### src/rtl/fifo_buf.sv
// Synchronous FIFO with its own storage and a registered read port: pop at edge N, dout/dout_valid in cycle N+1.
// No backpressure: a push at full or a pop at empty is dropped and latches a sticky error flag until rst/flush.
module fifo_buf #(
    parameter int DATA_BW   = 8,
    parameter int ADDR_BW   = 2,
    parameter int AFULL_TH  = 3,
    parameter int AEMPTY_TH = 1
) (
    input  logic               clk,
    input  logic               rst,
    input  logic               wr_din,
    input  logic [DATA_BW-1:0] din,
    input  logic               rd_dout,
    input  logic               flush,
    output logic [DATA_BW-1:0] dout,
    output logic               dout_valid,
    output logic [ADDR_BW:0]   num_item,
    output logic               full,
    output logic               empty,
    output logic               almost_full,
    output logic               almost_empty,
    output logic               overflow,
    output logic               underflow
);

    localparam int DEPTH = 2 ** ADDR_BW;
    localparam logic [ADDR_BW:0] DEPTH_V  = (ADDR_BW+1)'(DEPTH);
    localparam logic [ADDR_BW:0] AFULL_V  = (ADDR_BW+1)'(AFULL_TH);
    localparam logic [ADDR_BW:0] AEMPTY_V = (ADDR_BW+1)'(AEMPTY_TH);

    logic [DATA_BW-1:0] mem [DEPTH];
    logic [ADDR_BW-1:0] wr_ptr;
    logic [ADDR_BW-1:0] rd_ptr;
    logic               push_ok;
    logic               pop_ok;

    // Status flags depend only on the registered count, never on this cycle's requests.
    assign full         = (num_item == DEPTH_V);
    assign empty        = (num_item == '0);
    assign almost_full  = (num_item >= AFULL_V);
    assign almost_empty = (num_item <= AEMPTY_V);

    assign push_ok = wr_din & ~full & ~flush;
    assign pop_ok  = rd_dout & ~empty & ~flush;

    always_ff @(posedge clk) begin
        if (!rst && push_ok) begin
            mem[wr_ptr] <= din;
        end
    end

    always_ff @(posedge clk) begin
        if (rst) begin
            wr_ptr     <= '0;
            rd_ptr     <= '0;
            num_item   <= '0;
            dout       <= '0;
            dout_valid <= 1'b0;
            overflow   <= 1'b0;
            underflow  <= 1'b0;
        end else if (flush) begin
            // dout deliberately keeps its last value across a flush.
            wr_ptr     <= '0;
            rd_ptr     <= '0;
            num_item   <= '0;
            dout_valid <= 1'b0;
            overflow   <= 1'b0;
            underflow  <= 1'b0;
        end else begin
            dout_valid <= pop_ok;
            if (push_ok) begin
                wr_ptr <= wr_ptr + ADDR_BW'(1);
            end
            if (pop_ok) begin
                dout   <= mem[rd_ptr];
                rd_ptr <= rd_ptr + ADDR_BW'(1);
            end
            if (push_ok && !pop_ok) begin
                num_item <= num_item + (ADDR_BW+1)'(1);
            end else if (pop_ok && !push_ok) begin
                num_item <= num_item - (ADDR_BW+1)'(1);
            end
            if (wr_din && full) begin
                overflow <= 1'b1;
            end
            if (rd_dout && empty) begin
                underflow <= 1'b1;
            end
        end
    end

endmodule

### config.mk
export PLATFORM = sky130hd
export DESIGN_NAME = fifo_buf
export DESIGN_NICKNAME = d
export VERILOG_FILES = /design/src/rtl/fifo_buf.sv
export SDC_FILE = /design/constraint.sdc
export NUM_CORES = 1
export LEC_CHECK = 0
export BUFFER_PORTS_ARGS = -buffer_cell sky130_fd_sc_hd__buf_2
export CAP_MARGIN = 5
export CORE_AREA = 2 2 75 77
export DETAILED_ROUTE_END_ITERATION = 10
export DIE_AREA = 0 0 77 79
export PLACE_DENSITY_LB_ADDON = 0.1
export SYNTH_ARGS = -nofsm -noshare
export SYNTH_HDL_FRONTEND = slang
export SYNTH_SLANG_ARGS = --single-unit
### constraint.sdc
create_clock -name clk -period 1.8 [get_ports clk]
set_clock_uncertainty 0.05 [all_clocks]
set_input_delay 0.45 -clock clk [delete_from_list [all_inputs] [get_ports clk]]
set_output_delay 0.45 -clock clk [all_outputs]
set_load 0.1 [all_outputs]
==> flow_summary.json, run 1 <==
{
  "status": "complete, but fails checks",
  "violations": "negative setup slack",
  "ys_seq_area_share_pct": 63.6,
  "dr_total_vias": 1273,
  "period_minus_slack_ps": 1820,
  "cts_buffer_depth": 2,
  "cp-end-kind": "output pin",
  "synthArstFlopShare_pct": 0,
  "num_rows": 27,
  "path_clk_slew_ps": 90,
  "crit_top_cell": "ha_4",
  "vias_per_cell": 4.71,
  "fmax_mhz": 548,
  "grt_pass1_vias": 1235,
  "synth_ff_type": "edfxtp_1",
  "worst_slack_ps": -24.6,
  "reg2reg_to": "mem[0][0]",
  "cts_num_sinks": 50,
  "tightest_slew_ps": 488,
  "place_congestion": 0.804,
  "port_buffers": 30,
  "tns_ps": -24.6,
  "finalCritPeriodShare_pct": 101,
  "crit_buf_inv": 1,
  "synth_top_area_cell": "edfxtp_1",
  "initial_core_util_pct": 38.9,
  "reg2reg_depth": 5,
  "core-area_um2": 5340,
  "rrSetupSlack_ps": 130,
  "hold_path_class": "in -> reg",
  "synthCells": 154,
  "ir_drop_uv": 563,
  "p_leak_uw": 0.000976,
  "cp_max_fo": 5,
  "syn-cell-area_um2": 2080,
  "area_growth_pct": 28.4,
  "wl_per_cell_um": 14.6,
  "holdPathStages": 1,
  "crit_required_ps": 1300,
  "io_pins": 31,
  "gr-total-overflow": 0,
  "cts_tree": "done",
  "cts_root_buf": "clkbuf_8",
  "dp_hpwl_um": 2760,
  "syn_area_per_cell_um2": 13.5,
  "holdPathEnd": "mem[0][5]",
  "final-max-slew-violation-count": 0,
  "critPathSlowestCell": "dfxtp_4",
  "yosysUniqueCellTypes": 32,
  "power_uw": 2340,
  "yosys.cell_count.top_type": "edfxtp_1",
  "diodes": 0,
  "numCtsBuffers": 5,
  "grt_pass1_wl_um": 6180,
  "drc": 0,
  "ys_ff_latch": 50,
  "hp-start": "din[5]",
  "num-fill-cells": 488,
  "hold_viol": 0,
  "die_y_um": 79,
  "drtPass1Iterations": 4,
  "dp_cells": 254,
  "powerDensity_nw_per_um2": 878,
  "path_class": "reg -> out",
  "dieWidth_um": 77,
  "path_cells": "ha_4 > ha_4 > nor2_4 > o21ai_2 > buf_12",
  "arrival_ps": 1320,
  "fin_nets": 220,
  "setup_viol_count_final": 1,
  "cp_top_family": "flip-flops",
  "holdWs_ps": 320,
  "fin_cells": 270,
  "ys_top_cells_by_area": "edfxtp_1 (46%), dfxtp_1 (17%), mux4_2 (8.7%)",
  "dieArea_um2": 6080,
  "yosysWarnings": 0,
  "critPathMaxStageDelay_ps": 380,
  "rsz0062_at_grt": "yes",
  "synth_commonest_cells": "edfxtp_1 (32), dfxtp_1 (18), a21oi_1 (16)",
  "register_area_um2": 1330,
  "slew_headroom_pct": 67.7,
  "ctsHtreeMaxLevel": 2,
  "multi_input_area_um2": 782,
  "worstSetupStartpointType": "flop",
  "clk_latency_ps": 300,
  "synth_edf_count": 32,
  "layout-drive-gt1-share_pct": 43.4,
  "groute.usage.overall_pct": 13.4,
  "antenna_found_initial": 0,
  "yosysTopAreaCellShare_pct": 46.2,
  "r2r-start": "num_item[0]",
  "routed_wl_um": 3940,
  "drtIter0Drc": 84,
  "synth_nets": 177,
  "grt_max_degree": 16,
  "maxCapViolCount": 0,
  "ant_nets": 0
}
## timing repair
action / 4_1_cts / 5_1_grt
setup buffers: 2 / 6
pin swaps: 2 / 5
gates resized for setup: 9 / 4
hold buffers: 0 / 0
setup endpoints to repair: 4 / 5
## stage by stage
step	instance area, µm²	setup WS, ps	util, %
floorplan	2150	-161	-
global placement	2440	179	45.8
detailed placement	2440	135	45.8
CTS	2610	-47.8	48.9
global route	2670	-73.5	50.0
finish	2670	-24.6	50.0
## cells by family (layout without fill, tap and decap cells)
family	Yosys count	after routing	share of synthesized area (%)
flip-flops	50	50	63.6
AND/OR/NAND/NOR	36	36	8.73
buffers and inverters	16	60	3.61
XOR/XNOR	2	2	0.843
multiplexers	9	9	9.15
adder cells (fa/ha/maj)	10	10	6.02
AO/OA/AOI/OAI	31	31	8.07
## sequential cells by signal (all words and copies together) (netlist names)
| signal | flops |
|---|---|
| mem | 32 |
| dout | 8 |
| num_item | 3 |
| rd_ptr | 2 |
| wr_ptr | 2 |
| dout_valid | 1 |
| overflow | 1 |
| underflow | 1 |
## area by class of cell
| type | count | share of cell area [%] |
|---|---|---|
| Sequential cell | 50 | 50.0 |
| Timing Repair Buffer | 45 | 12.1 |
| Multi-Input combinational cell | 88 | 29.3 |
| Clock buffer | 6 | 3.52 |
| Inverter | 7 | 1.36 |
| Tap cell | 72 | 3.38 |
| Clock inverter | 2 | 0.375 |
## metal layers
layer	vias to the layer above	wire length [µm]	track usage (%)
li1	645	-	-
met5	-	0	0
met1	596	1920	18.2
met2	30	1820	20.5
met3	2	187	4.43
met4	0	21	4.29
## power breakdown
group          total [µW]  switching [µW]  internal, µW
Combinational         381             249           132
Sequential           1250            12.8          1230
Clock                 713             360           353
## layout by cell type, fill, tap and decap left out, types with 2 or more instances in the layout
master    netlist  layout
edfxtp_1       32      32
buf_2           2      26
a21oi_1        16      15
dfxtp_1        18      15
buf_4           1      15
nand3_1         9       9
o21ai_0        10       9
mux4_2          8       8
nor2_1         10       6
and2_4          0       5
ha_1           10       5
clkbuf_8        0       5
inv_1           6       4
nand2_1         5       4
ha_4            0       4
buf_12          0       4
dfxtp_4         0       3
nor2_2          0       2
inv_4           0       2
nor2b_1         2       2
nor2_4          0       2
clkinv_2        0       2
## how the worst max path moves through the flow
stage / to / cells after the start / slack (ps) / from
finish: almost_full / 5 / -20 / num_item[0]
global route: almost_full / 5 / -70 / num_item[0]
CTS: almost_full / 5 / -50 / num_item[0]
detailed placement: mem[0][5] / 5 / 140 / num_item[0]
global placement: mem[0][3] / 5 / 180 / num_item[0]
floorplan: almost_full / 2 / -160 / num_item[0]
Note: power is estimated with default switching activity, not from simulation.
==> run 2: changes to the inputs <==
==> constraint.sdc (replaced) <==
create_clock -name clk -period 2.2 [get_ports clk]
set_clock_uncertainty 0.05 [all_clocks]
set_input_delay 0.55 -clock clk [delete_from_list [all_inputs] [get_ports clk]]
set_output_delay 0.55 -clock clk [all_outputs]
set_load 0.1 [all_outputs]
==> run 2 against run 1 <==
The run now ends clean. Via count increased by 0.16%. Clock-buffer cell count decreased by 1. Combinational power decreased by 31%. Sequential cell count unchanged. Largest cell class unchanged.
==> flow_summary.json, run 2 (synthesis results as in run 1) <==
{
  "finalCritPeriodShare_pct": 97.6,
  "diodes": 0,
  "cts_tree": "done",
  "post-route-util_pct": 47.1,
  "r2r-start": "num_item[0]",
  "die_y_um": 79,
  "setup_viol_count_final": 0,
  "dp_hpwl_um": 2700,
  "numCtsBuffers": 5,
  "antenna_found_initial": 0,
  "fin_area_um2": 2510,
  "rrSetupSlack_ps": 240,
  "path_cells": "inv_1 > ha_2 > nand2b_2 > inv_4 > buf_12",
  "groute.usage.overall_pct": 13.5,
  "drtPass1Iterations": 4,
  "slew_headroom_pct": 67.6,
  "layout_common_cells": "edfxtp_1 (32), buf_2 (26), a21oi_1 (16)",
  "arrival_ps": 1550,
  "rsz0062_at_grt": "yes",
  "fin_nets": 213,
  "holdPathStages": 1,
  "drc": 0,
  "reg2reg_depth": 7,
  "tns_ps": 0,
  "placed_area_um2": 2380,
  "reg2reg_to": "rd_ptr[1]",
  "maxCapViolCount": 0,
  "holdWs_ps": 407,
  "hold_path_class": "in -> reg",
  "port_buffers": 30,
  "grt_pass1_vias": 1293,
  "path_clk_slew_ps": 90,
  "cp_top_family": "buffers and inverters",
  "initial_core_util_pct": 38.9,
  "cp-end-kind": "output pin",
  "fin_cells": 263,
  "drtIter0Drc": 64,
  "gr-total-overflow": 0,
  "powerDensity_nw_per_um2": 766,
  "cp_max_fo": 11,
  "layout-drive-gt1-share_pct": 34.0,
  "crit_required_ps": 1600,
  "place_congestion": 0.743,
  "critPathSlowestCell": "dfxtp_4",
  "top_regs": "mem x32, dout x8, num_item x3",
  "final-max-slew-violation-count": 0,
  "core-area_um2": 5340,
  "p_leak_uw": 0.000923,
  "fmax_mhz": 466,
  "grt_max_degree": 17,
  "ctsHtreeMaxLevel": 2,
  "path_class": "reg -> out",
  "dr_total_vias": 1275,
  "cts_buffer_depth": 2,
  "wl_per_cell_um": 14.4,
  "area_growth_pct": 21.0,
  "final_common_cell": "edfxtp_1",
  "vias_per_cell": 4.85,
  "num_rows": 27,
  "cts_num_sinks": 50,
  "tightest_slew_ps": 489,
  "regMostFlops": "mem",
  "dieArea_um2": 6080,
  "largest_reg_flops": 32,
  "clk_latency_ps": 300,
  "num-fill-cells": 500,
  "io_pins": 31,
  "period_minus_slack_ps": 2150,
  "worstSetupStartpointType": "flop",
  "ir_drop_uv": 395,
  "cts_root_buf": "clkbuf_8",
  "status": "finished clean",
  "ant_nets": 0,
  "grt_pass1_wl_um": 6240,
  "routed_wl_um": 3790,
  "holdPathEnd": "mem[2][3]",
  "dp_cells": 254,
  "hold_viol": 0,
  "critPathMaxStageDelay_ps": 360,
  "hp-start": "din[3]",
  "dieWidth_um": 77,
  "crit_buf_inv": 3
}
## run 2: cell type report
class	instances	area, µm²	share of cell area [%]
sequential	50	1330	52.9
multi-input combinational	88	704	28.0
timing repair buffer	38	245	9.75
tap	72	90.1	3.58
clock buffer	5	68.8	2.74
clock inverter	3	43.8	1.74
inverter	7	32.5	1.29
## run 2: per-stage QoR
| stage | total power [µW] | setup WS, ps |
|---|---|---|
| floorplan | 1240 | 48.5 |
| global placement | 1290 | 284 |
| detailed placement | 1300 | 241 |
| CTS | 1950 | 4.45 |
| global route | 2010 | -30.5 |
| finish | 1930 | 53.5 |
## run 2: layer usage
| layer | up-vias | GRT usage [%] | part of all wire, % | wire length (µm) |
|---|---|---|---|---|
| li1 | 631 | - | - | - |
| met1 | 605 | 17.7 | 46 | 1750 |
| met2 | 31 | 21.7 | 46 | 1760 |
| met3 | 8 | 4.20 | 5.7 | 215 |
| met4 | 0 | 3.93 | 1.6 | 62 |
| met5 | - | 0 | 0 | 0 |
## run 2: repair_timing
action	4_1_cts	5_1_grt
hold buffers	0	0
pin swaps	0	0
setup buffers	1	0
endpoints found under the setup margin	1	3
resized for setup	2	4
## run 2: how the worst max path moves through the flow
stage | from | to | slack (ps) | cells after the start
global route | num_item[1] | empty | -30 | 5
global placement | num_item[1] | empty | 280 | 5
detailed placement | num_item[1] | empty | 240 | 5
finish | num_item[1] | empty | 50 | 5
floorplan | num_item[0] | num_item[1] | 50 | 8
CTS | num_item[1] | almost_empty | 4 | 5
## run 2: where the power goes
part	leakage (µW)	internal, µW	switching (µW)	total, µW
clock	0.0000585	341	299	640
sequential	0.000437	1010	10.3	1020
combinational	0.000427	73.9	190	264
